[src/rtl/mtm_alu_pkg.sv]
// Shared constants and types for the ALU execution stage and its neighbours
// (op codes, error bytes, idle marker, FSM states, flag positions).
package mtm_alu_pkg;

  localparam logic [2:0] OP_AND = 3'b000;
  localparam logic [2:0] OP_OR  = 3'b001;
  localparam logic [2:0] OP_ADD = 3'b100;
  localparam logic [2:0] OP_SUB = 3'b101;

  localparam logic [7:0] IDLE_CTL = 8'hFF;
  localparam logic [7:0] ERR_DATA = 8'hC9;
  localparam logic [7:0] ERR_CRC  = 8'hA5;
  localparam logic [7:0] ERR_OP   = 8'h93;

  // Bit positions inside the 4-bit {Cy,V,Z,N} flag nibble
  localparam int FLAG_CY = 3;
  localparam int FLAG_V  = 2;
  localparam int FLAG_Z  = 1;
  localparam int FLAG_N  = 0;

  typedef enum logic [1:0] {
    ST_IDLE,
    ST_EXEC,
    ST_CRC,
    ST_OUT
  } state_t;

endpackage

[src/rtl/mtm_alu_crc3.sv]
// Combinational CRC3 (x^3+x+1, init 0) over a 37-bit word, MSB first.
// Shared by the execution stage and the serializer-side checker.
module mtm_alu_crc3 (
  input  logic [36:0] data,
  output logic [2:0]  crc
);

  always_comb begin
    crc = 3'b000;
    for (int i = 36; i >= 0; i--) begin
      if (crc[2] ^ data[i]) crc = {crc[1:0], 1'b0} ^ 3'b011;
      else                  crc = {crc[1:0], 1'b0};
    end
  end

endmodule

[src/rtl/mtm_alu_core.sv]
// ALU execution stage: detects a new command on the deserializer's CTL word,
// executes it, builds the response control byte and hands it out over valid/ready.
module mtm_alu_core #(
  parameter logic [7:0] IDLE_CTL = mtm_alu_pkg::IDLE_CTL,
  parameter int         OVF_W    = 8
) (
  input  logic             clk,
  input  logic             rst,
  input  logic [31:0]      A,
  input  logic [31:0]      B,
  input  logic [7:0]       CTL,
  output logic [31:0]      C,
  output logic [7:0]       ctl_out,
  output logic             err_out,
  output logic             out_valid,
  input  logic             out_ready,
  output logic [OVF_W-1:0] ovf_cnt
);
  import mtm_alu_pkg::*;

  function automatic logic [OVF_W-1:0] sat_inc(input logic [OVF_W-1:0] v);
    return (&v) ? v : v + {{(OVF_W-1){1'b0}}, 1'b1};
  endfunction

  state_t             state, state_nx;
  logic [7:0]         ctl_q;
  logic               armed;
  logic               event_det;
  logic               busy;

  logic signed [31:0] a_p0, b_p0;
  logic [7:0]         ctl_p0;

  logic [32:0]        sum_u, dif_u;
  logic signed [32:0] sum_s, dif_s;
  logic [31:0]        c_nx;
  logic [3:0]         flags_nx;
  logic               err_nx;
  logic [7:0]         eb_nx;

  logic [31:0]        c_p1;
  logic [3:0]         flags_p1;
  logic               err_p1;
  logic [7:0]         eb_p1;
  logic [2:0]         crc3;

  // armed blocks a false event right after reset while CTL is still mid-packet
  assign event_det = armed && (ctl_q == IDLE_CTL) && (CTL != IDLE_CTL);
  assign busy      = (state != ST_IDLE);

  always_ff @(posedge clk) begin
    if (!rst) begin
      state   <= ST_IDLE;
      ctl_q   <= IDLE_CTL;
      armed   <= 1'b0;
      ovf_cnt <= '0;
    end else begin
      state <= state_nx;
      ctl_q <= CTL;
      if (CTL == IDLE_CTL) armed <= 1'b1;
      if (busy && event_det) ovf_cnt <= sat_inc(ovf_cnt);
    end
  end

  always_comb begin
    state_nx = state;
    case (state)
      ST_IDLE: if (event_det) state_nx = ST_EXEC;
      ST_EXEC: state_nx = ST_CRC;
      ST_CRC:  state_nx = ST_OUT;
      ST_OUT:  if (out_ready) state_nx = ST_IDLE;
      default: state_nx = ST_IDLE;
    endcase
  end

  // p0: operands captured on the event edge
  always_ff @(posedge clk) begin
    if (state == ST_IDLE && event_det) begin
      a_p0   <= $signed(A);
      b_p0   <= $signed(B);
      ctl_p0 <= CTL;
    end
  end

  always_comb begin
    sum_u    = {1'b0, b_p0} + {1'b0, a_p0};
    dif_u    = {1'b0, b_p0} - {1'b0, a_p0};
    sum_s    = $signed({b_p0[31], b_p0}) + $signed({a_p0[31], a_p0});
    dif_s    = $signed({b_p0[31], b_p0}) - $signed({a_p0[31], a_p0});
    c_nx     = '0;
    flags_nx = '0;
    err_nx   = 1'b0;
    eb_nx    = ctl_p0;
    if (ctl_p0[7]) begin
      err_nx = 1'b1;
    end else begin
      case (ctl_p0[6:4])
        OP_AND: c_nx = a_p0 & b_p0;
        OP_OR:  c_nx = a_p0 | b_p0;
        OP_ADD: begin
          c_nx             = sum_u[31:0];
          flags_nx[FLAG_CY] = sum_u[32];
          flags_nx[FLAG_V]  = sum_s[32] ^ sum_s[31];
        end
        OP_SUB: begin
          c_nx             = dif_u[31:0];
          flags_nx[FLAG_CY] = dif_u[32];
          flags_nx[FLAG_V]  = dif_s[32] ^ dif_s[31];
        end
        default: begin
          err_nx = 1'b1;
          eb_nx  = ERR_OP;
        end
      endcase
      flags_nx[FLAG_Z] = (c_nx == 32'h0);
      flags_nx[FLAG_N] = c_nx[31];
    end
  end

  // p1: result and flags registered out of EXEC
  always_ff @(posedge clk) begin
    if (state == ST_EXEC) begin
      c_p1     <= c_nx;
      flags_p1 <= flags_nx;
      err_p1   <= err_nx;
      eb_p1    <= eb_nx;
    end
  end

  mtm_alu_crc3 u_crc3 (
    .data ({c_p1, 1'b0, flags_p1}),
    .crc  (crc3)
  );

  // p2: response registers, held until the next response is built
  always_ff @(posedge clk) begin
    if (!rst) begin
      C         <= '0;
      ctl_out   <= 8'hFF;
      err_out   <= 1'b0;
      out_valid <= 1'b0;
    end else if (state == ST_CRC) begin
      C         <= c_p1;
      ctl_out   <= err_p1 ? eb_p1 : {1'b0, flags_p1, crc3};
      err_out   <= err_p1;
      out_valid <= 1'b1;
    end else if (state == ST_OUT && out_ready) begin
      out_valid <= 1'b0;
    end
  end

endmodule
[config.mk]
export PLATFORM = sky130hd
export DESIGN_NAME = mtm_alu_core
export DESIGN_NICKNAME = d
export VERILOG_FILES = /design/src/rtl/mtm_alu_pkg.sv /design/src/rtl/mtm_alu_crc3.sv /design/src/rtl/mtm_alu_core.sv
export SDC_FILE = /design/constraint.sdc
export NUM_CORES = 1
export LEC_CHECK = 0
export CORE_MARGIN = 5
export CORE_UTILIZATION = 35
export CTS_CLUSTER_SIZE = 25
export DETAILED_ROUTE_END_ITERATION = 6
export GPL_TIMING_DRIVEN = 0
export MAX_ROUTING_LAYER = met4
export PLACE_DENSITY = 0.66
export SYNTH_ARGS = -nofsm -noshare
export SYNTH_HDL_FRONTEND = slang
export SYNTH_SLANG_ARGS = --single-unit
[constraint.sdc]
create_clock -name clk -period 5.2 [get_ports clk]
set_clock_uncertainty 0.1 [all_clocks]
set_input_delay 1.04 -clock clk [delete_from_list [all_inputs] [get_ports clk]]
set_output_delay 1.04 -clock clk [all_outputs]
set_load 0.05 [all_outputs]
# After elaboration in Yosys (flattened, before gate mapping)
# Cells that the tools add are included.
# word_totals
output_inout_bits	50
inputBits	75
register_bits	178
wordCells	171
# op_classes
mux	49
add_sub_neg	5
bitwise_logic	76
n_eq_ne	11
reduce_logical	14
# ops
operator	n
32-bit case mux with 4 select lines	1
2-bit 2-to-1 mux	39
2-bit NOT	36
32-bit by 32-bit adder with 33-bit output	2
32-bit by 32-bit subtractor with 33-bit output	2
1-bit XOR	36
32-bit AND	1
32-bit logical NOT	1
32-bit 2-to-1 mux	1
32-bit bitwise OR	1
8-bit equality test (second input constant)	2
8-bit 2-to-1 mux	2
8-bit by 1-bit adder with 8-bit output (second input constant)	1
8-bit inequality test (second input constant)	1
2-bit case mux with 4 select lines	1
8-bit AND reduction	1
7-bit 2-to-1 mux	1
3-bit equality test (second input constant)	2
1-bit logical AND	5
2-bit equality test (second input constant)	2
2-bit inequality test (second input constant)	2
2-bit case mux with 2 select lines	1
2-bit AND reduction	2
2-bit nonzero test	2
8 further kinds	10

# Longest topological paths before layout
# Gate-level depths: netlist of run 1.
# logic_depth
depth_word	74
mapped_depth	15
mapped_depth_nobuf	15

# Cells and area by module
# A second synthesis of run 1 with hierarchy kept.
# hier_totals
hier_cells	1251
area_unflattened_um2	11846.4
# modules_own_cells
module	area_per_inst_um2	n_inst	cells_each	seq_area_each_um2
mtm_alu_core	11424.7	1	1215	4674.5
mtm_alu_crc3	421.7	1	36	0.0

# Worst setup path after synthesis of run 1
# No wires, ideal clock.
# synth_timing
kind	input -> register
start	input CTL[7]
end	register a_p0[0], enable pin
n_path_buf	0
cell_stages	4
path_slack_ps	259
t_arrival_ps	4339
setup_ps	503
required_ps	4597
cell_sequence	nand4_1 or2_2 nand3_1 nor2_1
# synth_between
elab_chain_cells	3
# synth_lines
element	line	source
from (decl)	mtm_alu_core.sv:11	input logic [7:0] CTL,
8-bit inequality test	mtm_alu_core.sv:48	assign event_det = armed && (ctl_q == IDLE_CTL) && (CTL != IDLE_CTL);
1-bit logical AND	mtm_alu_core.sv:48	
1-bit logical AND	mtm_alu_core.sv:78	if (state == ST_IDLE && event_det) begin
to (signal assigned)	mtm_alu_core.sv:79	a_p0 <= $signed(A);
to (decl)	mtm_alu_core.sv:31	logic signed [31:0] a_p0, b_p0;
# Every way passes these cells.
# A chain may end at the register's enable or synchronous reset.

# Worst setup path after layout of run 1
# layout_timing
start	register b_p0[0]
end	register flags_p1[1] (data pin)
# layout_between
elab_chain_cells	4
word_cells_on_any_way	7
cone_classes	2 x add/sub; 2 x mux; 2 x bitwise; 1 x reduce/logical
# layout_lines
element	line	source
from (decl)	mtm_alu_core.sv:31	
from (signal assigned)	mtm_alu_core.sv:80	b_p0 <= $signed(B);
32-bit by 32-bit subtractor with 33-bit output (tied with other cells)	mtm_alu_core.sv:87	dif_u = {1'b0, b_p0} - {1'b0, a_p0};
32-bit case mux with 4 select lines (*)	mtm_alu_core.sv:97	case (ctl_p0[6:4])
32-bit 2-to-1 mux (*)	mtm_alu_core.sv:94	if (ctl_p0[7]) begin
32-bit logical NOT (*)	mtm_alu_core.sv:115	flags_nx[FLAG_Z] = (c_nx == 32'h0);
to (signal assigned)	mtm_alu_core.sv:124	flags_p1 <= flags_nx;
to (decl)	mtm_alu_core.sv:42	logic [3:0] flags_p1;
# Mark *: on every way between the ends. The rest lies on a longest branch, timed or not. The select of a mux whose other input is x is not followed.

==> results of run 1 <==
[synthesized netlist by cell type, types with 17 or more instances]
cell / number
edfxtp_1: 115
ha_1: 101
inv_1: 98
nor2_1: 95
a21oi_1: 67
nand2_1: 63
dfxtp_1: 61
xnor2_1: 61
o21ai_0: 54
nor2b_1: 49
mux2i_1: 45
clkbuf_1: 29
nand3_1: 29
a211oi_1: 24
nand2b_1: 22
nor3_1: 17
[cell families after synthesis]
group,count (synthesis)
xor+xnor,69
simple gates,348
flops,176
mux,47
fa+ha+maj,103
compound gates,268
buf+inv,158
[power by group]
group          total [mW]  leakage, nW  switching, mW  internal (mW)
Clock                1.24        0.276          0.612          0.628
Sequential           1.55         1.54         0.0256           1.53
Combinational       0.333         3.39          0.151          0.181
[state kept, by name (all words and copies together), names as in the netlist]
signal / cells
eb_p1: 7
ctl_p0: 8
b_p0: 32
a_p0: 32
ctl_q: 8
err_out: 1
flags_p1: 4
ovf_cnt: 8
armed: 1
c_p1: 31
state: 2
ctl_out: 8
C: 32
out_valid: 1
err_p1: 1
[critical path, cell delays in order (launching register included)]
cell and delay, ns:
edfxtp_1 0.41, inv_1 0.10, ha_1 0.19, inv_1 0.06, fa_1 0.38, nor2b_2 0.19
o311ai_4 0.33, a211oi_4 0.16, a21oi_2 0.29, nor3_1 0.11, o41ai_1 0.37, xor2_1 0.12
a311oi_1 0.64, and4_1 0.30, nand4_1 0.10, nor4b_2 0.31
[per-stage QoR]
stage / util / hold slack [ns] / worst slack [ns]
floorplan: - / 0.335 / 0.259
finish: 0.428 / 0.369 / 0.870
detailed placement: 0.411 / 0.354 / 0.952
CTS: 0.428 / 0.373 / 0.906
global route: 0.428 / 0.415 / 0.497
global placement: 0.409 / 0.347 / -1.79
[layout make-up]
cell class | instances | area [um2]
sequential | 176 | 4670
clock inverter | 14 | 124
fill | 3222 | 18500
inverter | 101 | 379
tap | 442 | 553
clock buffer | 18 | 429
buffer | 57 | 285
multi-input combinational | 835 | 6110
timing repair buffer | 127 | 1300
[routing by layer]
layer / part of all wire / global-route usage
met4: 0.013 / 0.0461
met1: 0.47 / 0.240
met3: 0.048 / 0.0253
met5: 0 / -
met2: 0.47 / 0.285
[path summary, 6_finish.rpt]
check | slack, ns | end | from | cells after the start
max reg2reg | 0.87 | flags_p1[1] | b_p0[0] | 15
min | 0.37 | armed | armed | 2
min reg2reg | 0.37 | armed | armed | 2
max | 0.87 | flags_p1[1] | b_p0[0] | 15
==> impl_results.md, run 1 <==
* Status: finished, final reports clean
* Io pins at 125
* Number of nets in the layout at 1493
* Vias post-DR at 9117
* Adder-Cell Fraction of Synth Area at 0.114
* Count of nets left with antenna violations after detail routing at 0
* Final Power at 3.12 mW
* Initial cell density of the core at 0.353
* Main combinational cell family by area after synthesis: compound AO/OA/AOI/OAI gates
* Crit. End Element: flip-flop
* Setup TNS at 0 ns
* Wire length of the first global-routing pass at 49.5 mm
* Synth Area in Compound Gates at 0.168
* Pin slew with the least headroom to its limit at 0.810 ns
* Xor and xnor fraction of the mapped netlist area at 0.0529
* DRT iter0 DRCs at 634
* Number of warning messages in the yosys log at 0
* Final max-slew violation count at 0
* Startpoint type of the worst setup path: flip-flop
* FMAX at 0.231 GHz
* Number of CTS-inserted buffers at 17
* Post-CTS Hold Fix Bufs at 0
* Number of synthesized flops with an enable pin at 115
* Max-cap violation count at 0
* Mean area per synthesized cell at 9.78 um2
* Clock root buffer master: clkbuf_16
* Post-DP HPWL at 24.9 mm
* Remaining global-route overflow at 0
* Slew margin rel. at 0.457
* Via count of the first global-routing pass at 9022
* Die Area at 36400 um2
* Static leakage at 5.20 nW
* Vias per cell at 5.15
* Synthesized instance count at 1169
* Seq/Total Area, Yosys at 0.409
* Final Routed Wirelength at 31.5 mm
* TritonRoute pass-1 iters at 5
* Count of unresolved DRC violations after routing at 0
* Placer's final routability congestion estimate at 0.879
* Cell Area, Synth at 11400 um2
* Most common cell after layout, fill and taps aside: clkdlybuf4s50_1
* Post-Synth Simple-Gate Area at 0.156
* Pin count of the biggest net entering global routing at 37
* Worst-skew pair later-pin latency at 0.45 ns
* Total of endpoints with negative setup slack in the final report at 0
* Count of endpoints failing hold in the final timing report at 0
* Rows at 66
* Final critical path time including I/O delays and setup at 4.33 ns
* CTS Buffer Depth at 2
* Post-detailed-placement cell area at 13300 um2
* Wire length per cell after detailed routing at 17.8 um
* Most frequently used flop master after synthesis: edfxtp_1
* Synth-to-Final Area Change at 21.2%
* Post-synthesis sequential element count at 176
* Finished Cell Area at 13900 um2
* Class of the tightest hold or removal check: reg -> reg
* CTS resizes at 0
* Non-Filler Instances at 1770
* Antenna fix cells at 0
* Horizontal die dimension at 191 um
* Synth cell types at 86
* Most frequent cells in the layout: 124 x clkdlybuf4s50_1, 115 x edfxtp_1, 100 x ha_1
* Largest fanout on the critical path at 4
* Worst EP required at 5.37 ns
* Placed cell count at 1738
* Height of the chip at 191 um
* Cell type contributing the most total cell area after synthesis: edfxtp_1
* Total power density per cell area at 225 nW/um2
* Post-CTS repair timing setup buffer count at 0
* Number of antenna violations at the first check in global routing at 0
* Number of sinks handled by clock tree synthesis at 176
* Placeable core region at 32400 um2
* Proportion of layout cells with a drive suffix above 1 at 0.0738
* Synth async-reset ratio at 0
* Count of buffers from port buffering at 124
* Multiplexer area fraction after synthesis at 0.0424
* H-tree levels at 4
* Clock-pin slew reported for the worst setup and hold paths after clock tree synthesis at 0.07 ns
* Main area contributors after synthesis: edfxtp_1 30%, ha_1 11%, dfxtp_1 11%, xnor2_1 4.7%, mux2i_1 3.9%
* CP Class: reg -> reg
* TritonCTS clock tree: built
* Proportion of netlist area held by the largest area contributor at 0.302
* Arrival time of data at the critical path endpoint at 4.50 ns
* Net Count, Synth at 1347
* Worst voltage drop across the vdd grid at 0.243 mV
* Global-route usage over all layers at 0.179
* Tcrit/Tclk final at 0.833
* RSZ-0062 raised after global routing: no
Power figures use the tool's default switching activity.
==> inputs of run 2 (changes only) <==
==> constraint.sdc (replaced) <==
create_clock -name clk -period 3.7 [get_ports clk]
set_clock_uncertainty 0.1 [all_clocks]
set_input_delay 0.74 -clock clk [delete_from_list [all_inputs] [get_ports clk]]
set_output_delay 0.74 -clock clk [all_outputs]
set_load 0.05 [all_outputs]
==> impl_results.md, run 2 (synthesized netlist as in run 1, its figures left out) <==
* Final max-slew violation count at 0
* Pin slew with the least headroom to its limit at 1.44 ns
* Initial cell density of the core at 0.353
* Peak per-stage delay on the critical path at 0.42 ns
* Wire length per cell after detailed routing at 17.6 um
* Max-cap violation count at 0
* Arrival time of data at the critical path endpoint at 4.09 ns
* Total power density per cell area at 313 nW/um2
* Count of buffers from port buffering at 124
* Most used cell along the critical path: inv_2
* Vias per cell at 5.14
* TritonCTS clock tree: built
* Number of nets in the layout at 1510
* Clock-pin slew reported for the worst setup and hold paths after clock tree synthesis at 0.08 ns
* Number of CTS-inserted buffers at 17
* Global-route usage over all layers at 0.179
* Failing checks: setup timing
* Final Routed Wirelength at 31.5 mm
* Final critical path time including I/O delays and setup at 3.92 ns
* Rows at 66
* Synth-to-Final Area Change at 24.7%
* DRT iter0 DRCs at 716
* Static leakage at 5.35 nW
* Most frequent cells in the layout: 124 x clkdlybuf4s50_1, 115 x edfxtp_1, 99 x ha_1
* Count of unresolved DRC violations after routing at 0
* Reg-to-reg slack, setup at -0.22 ns
* Slew margin rel. at 0.0314
* CTS Buffer Depth at 2
* Number of antenna violations at the first check in global routing at 0
* Remaining global-route overflow at 0
* Placeable core region at 32400 um2
* Most common cell after layout, fill and taps aside: clkdlybuf4s50_1
* Pin count of the biggest net entering global routing at 40
* Startpoint type of the worst setup path: flip-flop
* Worst EP required at 3.87 ns
* Crit. End Element: flip-flop
* Worst voltage drop across the vdd grid at 0.325 mV
* Total of endpoints with negative setup slack in the final report at 5
* Count of endpoints failing hold in the final timing report at 0
* Length in cells of the worst reg-to-reg path at 16
* Final standard cell utilization of the core at 0.440
* Non-Filler Instances at 1787
* Clock root buffer master: clkbuf_16
* Horizontal die dimension at 191 um
* Worst hold start: armed
* H-tree levels at 4
* Status: finished, violations left
* Largest fanout on the critical path at 3
* TritonRoute pass-1 iters at 5
* Die Area at 36400 um2
* Tcrit/Tclk final at 1.06
* Antenna fix cells at 0
* Height of the chip at 191 um
* CP Class: reg -> reg
* Via count of the first global-routing pass at 9107
* Hold Crit Depth at 2
* Worst-skew pair later-pin latency at 0.45 ns
* Final Power at 4.46 mW
* Number of sinks handled by clock tree synthesis at 176
* Wire length of the first global-routing pass at 49.9 mm
* Vias post-DR at 9179
* Count of nets left with antenna violations after detail routing at 0
* FMAX at 0.255 GHz
* Proportion of layout cells with a drive suffix above 1 at 0.112
* Io pins at 125
* Placed cell count at 1738
* Final setup slack of the worst path at -0.220 ns
* Worst-path cell chain: inv_2, ha_4, inv_2, fa_2, nor2b_4, o311ai_4, a211oi_4, a2111oi_4, buf_4, nor2_4, a311oi_4, o211ai_1, xnor2_1, a221oi_2, nand4b_1, nor4b_2
* RSZ-0062 raised after global routing: yes
* End of the worst register-to-register path: flags_p1[1]
* Startpoint of the most critical register-to-register path: b_p0[0]
* CP max-delay cell: edfxtp_1
* Post-DP HPWL at 24.6 mm
* Class of the tightest hold or removal check: reg -> reg
* Largest registers in the final layout: C: 32 flops, a_p0: 32 flops, b_p0: 32 flops
* Finished Cell Area at 14300 um2
* Post-detailed-placement cell area at 13300 um2
* Post-placement worst setup slack at -0.533 ns
* Hold EP: armed
* Placer's final routability congestion estimate at 0.911
==> run 2: worst max-delay path by stage <==
stage          slack, ns     endpoint  cells after the start  startpoint
2_1_floorplan       0.18  flags_p1[1]                     15     b_p0[0]
3_3_place_gp       -1.26     b_p0[21]                      5      CTL[1]
3_5_place_dp       -0.53  flags_p1[1]                     15     b_p0[0]
4_1_cts            -0.24  flags_p1[1]                     16     b_p0[0]
5_1_grt            -0.39  flags_p1[1]                     16     b_p0[0]
6_report           -0.22  flags_p1[1]                     16     b_p0[0]
==> run 2: metal layers <==
| layer | vias up | GRT usage | routed length, um |
|---|---|---|---|
| met5 | - | - | 0 |
| met4 | 0 | 0.0494 | 662 |
| met3 | 37 | 0.0302 | 1680 |
| met2 | 300 | 0.275 | 14400 |
| met1 | 4367 | 0.245 | 14700 |
| li1 | 4475 | - | - |
==> run 2: metrics by stage <==
stage,TNS (ns),hold slack [ns]
after floorplan,0,0.335
after global placement,-91.45,0.345
after detailed placement,-1.63,0.365
after CTS,-0.562,0.382
after global routing,-1.51,0.416
final,-0.537,0.381
==> run 2: power breakdown <==
part,internal (mW),switching (mW)
clock,0.907,0.907
combinational,0.255,0.216
sequential,2.14,0.0351
==> run 2: layout make-up <==
type	count	area, um2
Clock inverter	15	168
Clock buffer	17	425
Fill cell	3153	18100
Sequential cell	176	4670
Multi-Input combinational cell	835	6330
Buffer	57	288
Tap cell	442	553
Timing Repair Buffer	144	1430
Inverter	101	379
==> run 2: what timing repair did <==
action / 4_1_cts / 5_1_grt
resized for setup: 30 / 26
pin swaps: 17 / 15
buffers inserted: 8 / 9
hold buffers: 0 / 0
endpoints found under the setup margin: 9 / 10
==> run 2: worst max-delay path: cells and delay by family, from the launching register on <==
| family | cells | cell delay (ns) |
|---|---|---|
| AO/OA/AOI/OAI | 6 | 1.58 |
| buffers and inverters | 3 | 0.33 |
| XOR/XNOR | 1 | 0.15 |
| flip-flops | 1 | 0.42 |
| adder cells (fa/ha/maj) | 2 | 0.52 |
| AND/OR/NAND/NOR | 4 | 0.63 |
==> inputs of run 3 (changes only) <==
--- a/config.mk
+++ b/config.mk
@@ -6,12 +6,13 @@
 export NUM_CORES = 1
 export LEC_CHECK = 0
 export CORE_MARGIN = 5
-export CORE_UTILIZATION = 35
+export CORE_UTILIZATION = 45
 export CTS_CLUSTER_SIZE = 25
 export DETAILED_ROUTE_END_ITERATION = 6
 export GPL_TIMING_DRIVEN = 0
 export MAX_ROUTING_LAYER = met4
-export PLACE_DENSITY = 0.66
+export PLACE_DENSITY = 0.79
+export SLEW_MARGIN = 0
 export SYNTH_ARGS = -nofsm -noshare
 export SYNTH_HDL_FRONTEND = slang
 export SYNTH_SLANG_ARGS = --single-unit
==> impl_results.md, run 3 (synthesized netlist as in run 1, its figures left out) <==
* Count of buffers from port buffering at 124
* Status: finished, violations left
* Vias post-DR at 9455
* Initial cell density of the core at 0.455
* Proportion of layout cells with a drive suffix above 1 at 0.133
* CP max-delay cell: edfxtp_1
* H-tree levels at 4
* Clock network fraction of total power at 0.421
* Proportion of total power due to net switching at 0.270
* Horizontal die dimension at 169 um
* Clock-pin slew reported for the worst setup and hold paths after clock tree synthesis at 0.09 ns
* Tcrit/Tclk final at 1.07
* Via count of the first global-routing pass at 9282
* Pin slew with the least headroom to its limit at 0.842 ns
* Placer's final routability congestion estimate at 0.906
* CP Class: reg -> reg
* Startpoint of the most critical register-to-register path: b_p0[0]
* Class of the tightest hold or removal check: reg -> reg
* Largest registers in the final layout: C: 32 flops, a_p0: 32 flops, b_p0: 32 flops
* Static leakage at 5.44 nW
* Hold Crit Depth at 2
* Logic pwr share at 0.103
* Count of endpoints failing hold in the final timing report at 0
* TritonRoute pass-1 iters at 5
* Final critical path time including I/O delays and setup at 3.97 ns
* Pin count of the biggest net entering global routing at 40
* Sequential group share of total power at 0.476
* Post-placement worst setup slack at -0.511 ns
* Total power density per cell area at 319 nW/um2
* Slew margin rel. at 0.436
* Peak per-stage delay on the critical path at 0.42 ns
* Number of nets in the layout at 1517
* Number of CTS-inserted buffers at 17
* Failing checks: setup timing
* CTS Buffer Depth at 2
* Largest fanout on the critical path at 3
* Count of nets left with antenna violations after detail routing at 0
* Post-DP HPWL at 23.2 mm
* Worst hold start: armed
* Worst hold margin at 0.370 ns
* Global-route usage over all layers at 0.218
* Most common cell after layout, fill and taps aside: clkdlybuf4s50_1
* Critical path buffers and inverters at 4
* Reg-to-reg slack, setup at -0.27 ns
* Vias per cell at 5.62
* Final setup slack of the worst path at -0.269 ns
* Placeable core region at 25100 um2
* Max-cap violation count at 0
* Top cell family by delay on the critical path: compound AO/OA/AOI/OAI gates
* Length in cells of the worst reg-to-reg path at 17
* Switching power summed over all nets at 1.24 mW
* Count of unresolved DRC violations after routing at 0
* Final standard cell utilization of the core at 0.571
* Number of sinks handled by clock tree synthesis at 176
* Antenna fix cells at 0
* Remaining global-route overflow at 0
* End of the worst register-to-register path: flags_p1[1]
* Most frequent cells in the layout: 124 x clkdlybuf4s50_1, 115 x edfxtp_1, 96 x ha_1
* Wire length of the first global-routing pass at 48.9 mm
* Setup TNS at -0.612 ns
* Final max-slew violation count at 0
* Hold EP: armed
* Rows at 58
* Number of antenna violations at the first check in global routing at 0
* Startpoint type of the worst setup path: flip-flop
* Die Area at 28700 um2
* Height of the chip at 169 um
* Synth-to-Final Area Change at 25.5%
* Cell-internal power at 3.34 mW
* Clock root buffer master: clkbuf_16
* Post-CTS Hold Fix Bufs at 0
* Worst voltage drop across the vdd grid at 0.244 mV
* Io pins at 125
* RSZ-0062 raised after global routing: yes
* Worst EP required at 3.87 ns
* Total of endpoints with negative setup slack in the final report at 4
* Arrival time of data at the critical path endpoint at 4.14 ns
* TritonCTS clock tree: built
* Wire length per cell after detailed routing at 18.3 um
* FMAX at 0.252 GHz
* DRT iter0 DRCs at 602
* Crit. End Element: flip-flop
* Worst-skew pair later-pin latency at 0.45 ns
* Worst-path cell chain: inv_2, ha_4, inv_2, fa_2, nor2b_4, o311ai_4, buf_4, a211oi_4, a21oi_4, buf_4, nor3_1, o41ai_1, xor2_1, a311oi_2, and4_1, nand4_1, nor4b_4
* Final Routed Wirelength at 30.8 mm
run 3: changes by cell type in the layout (fill, tap and decap cells not counted), sizes merged:
cell    before  now
buf         48   55
inv        106  112
clkinv      10    4
run 3: worst max path at each step:
| stage | from | to | slack, ns | cells past startpoint |
|---|---|---|---|---|
| final | b_p0[0] | flags_p1[1] | -0.27 | 17 |
| after global routing | b_p0[0] | flags_p1[1] | -0.46 | 14 |
| after CTS | b_p0[0] | flags_p1[1] | -0.27 | 15 |
| after detailed placement | b_p0[0] | flags_p1[1] | -0.51 | 15 |
| after global placement | CTL[1] | b_p0[22] | -1.11 | 5 |
| after floorplan | b_p0[0] | flags_p1[1] | 0.18 | 15 |
run 3: power groups by stage:
stage          clock network (mW)  logic, mW  registers (mW)
6_report                     1.93      0.473            2.18
4_1_cts                      1.95      0.474            2.18
3_5_place_dp                    0      0.463            2.22
5_1_grt                      2.03      0.507            2.18
2_1_floorplan                   0      0.308            2.22
3_3_place_gp                    0      0.447            2.23
run 3: layout make-up:
class | instances | area, um2
plain buffers | 56 | 294
clock buffers | 17 | 425
clock inverters | 15 | 194
fillers | 2190 | 10800
inverters | 101 | 379
multi-input cells | 835 | 6470
flip-flops and latches | 176 | 4670
well taps | 330 | 413
repair buffers | 152 | 1500
run 3: metrics by stage:
step / instance area (um2) / power [mW] / instances
6_report: 14300 / 4.58 / 1682
5_1_grt: 14300 / 4.72 / 1682
4_1_cts: 14000 / 4.60 / 1672
3_5_place_dp: 13200 / 2.69 / 1626
3_3_place_gp: 13100 / 2.67 / 1623
2_1_floorplan: 11400 / 2.53 / 1169
run 3: metal layers:
metal | vias up | share of wire | GRT usage
li1 | 4509 | - | -
met1 | 4554 | 0.45 | 0.294
met2 | 343 | 0.46 | 0.341
met3 | 49 | 0.065 | 0.0349
met4 | 0 | 0.024 | 0.0669
met5 | - | 0 | -
run 3: worst reg2reg max path: cells and delay by family, from the launching register on:
kind                       cells  cell delay [ns]
DFF                            1             0.42
AOI/OAI and AO/OA              5             1.29
and+or+nand+nor                5             0.88
buffers and inverters          4             0.45
adders and majority gates      2             0.47
xor gates and xnor gates       1             0.19
run 3: what timing repair did:
item | in CTS | in global routing
endpoints found under the setup margin | 7 | 10
buffers inserted | 14 | 11
pin swaps | 26 | 37
resized for setup | 29 | 61
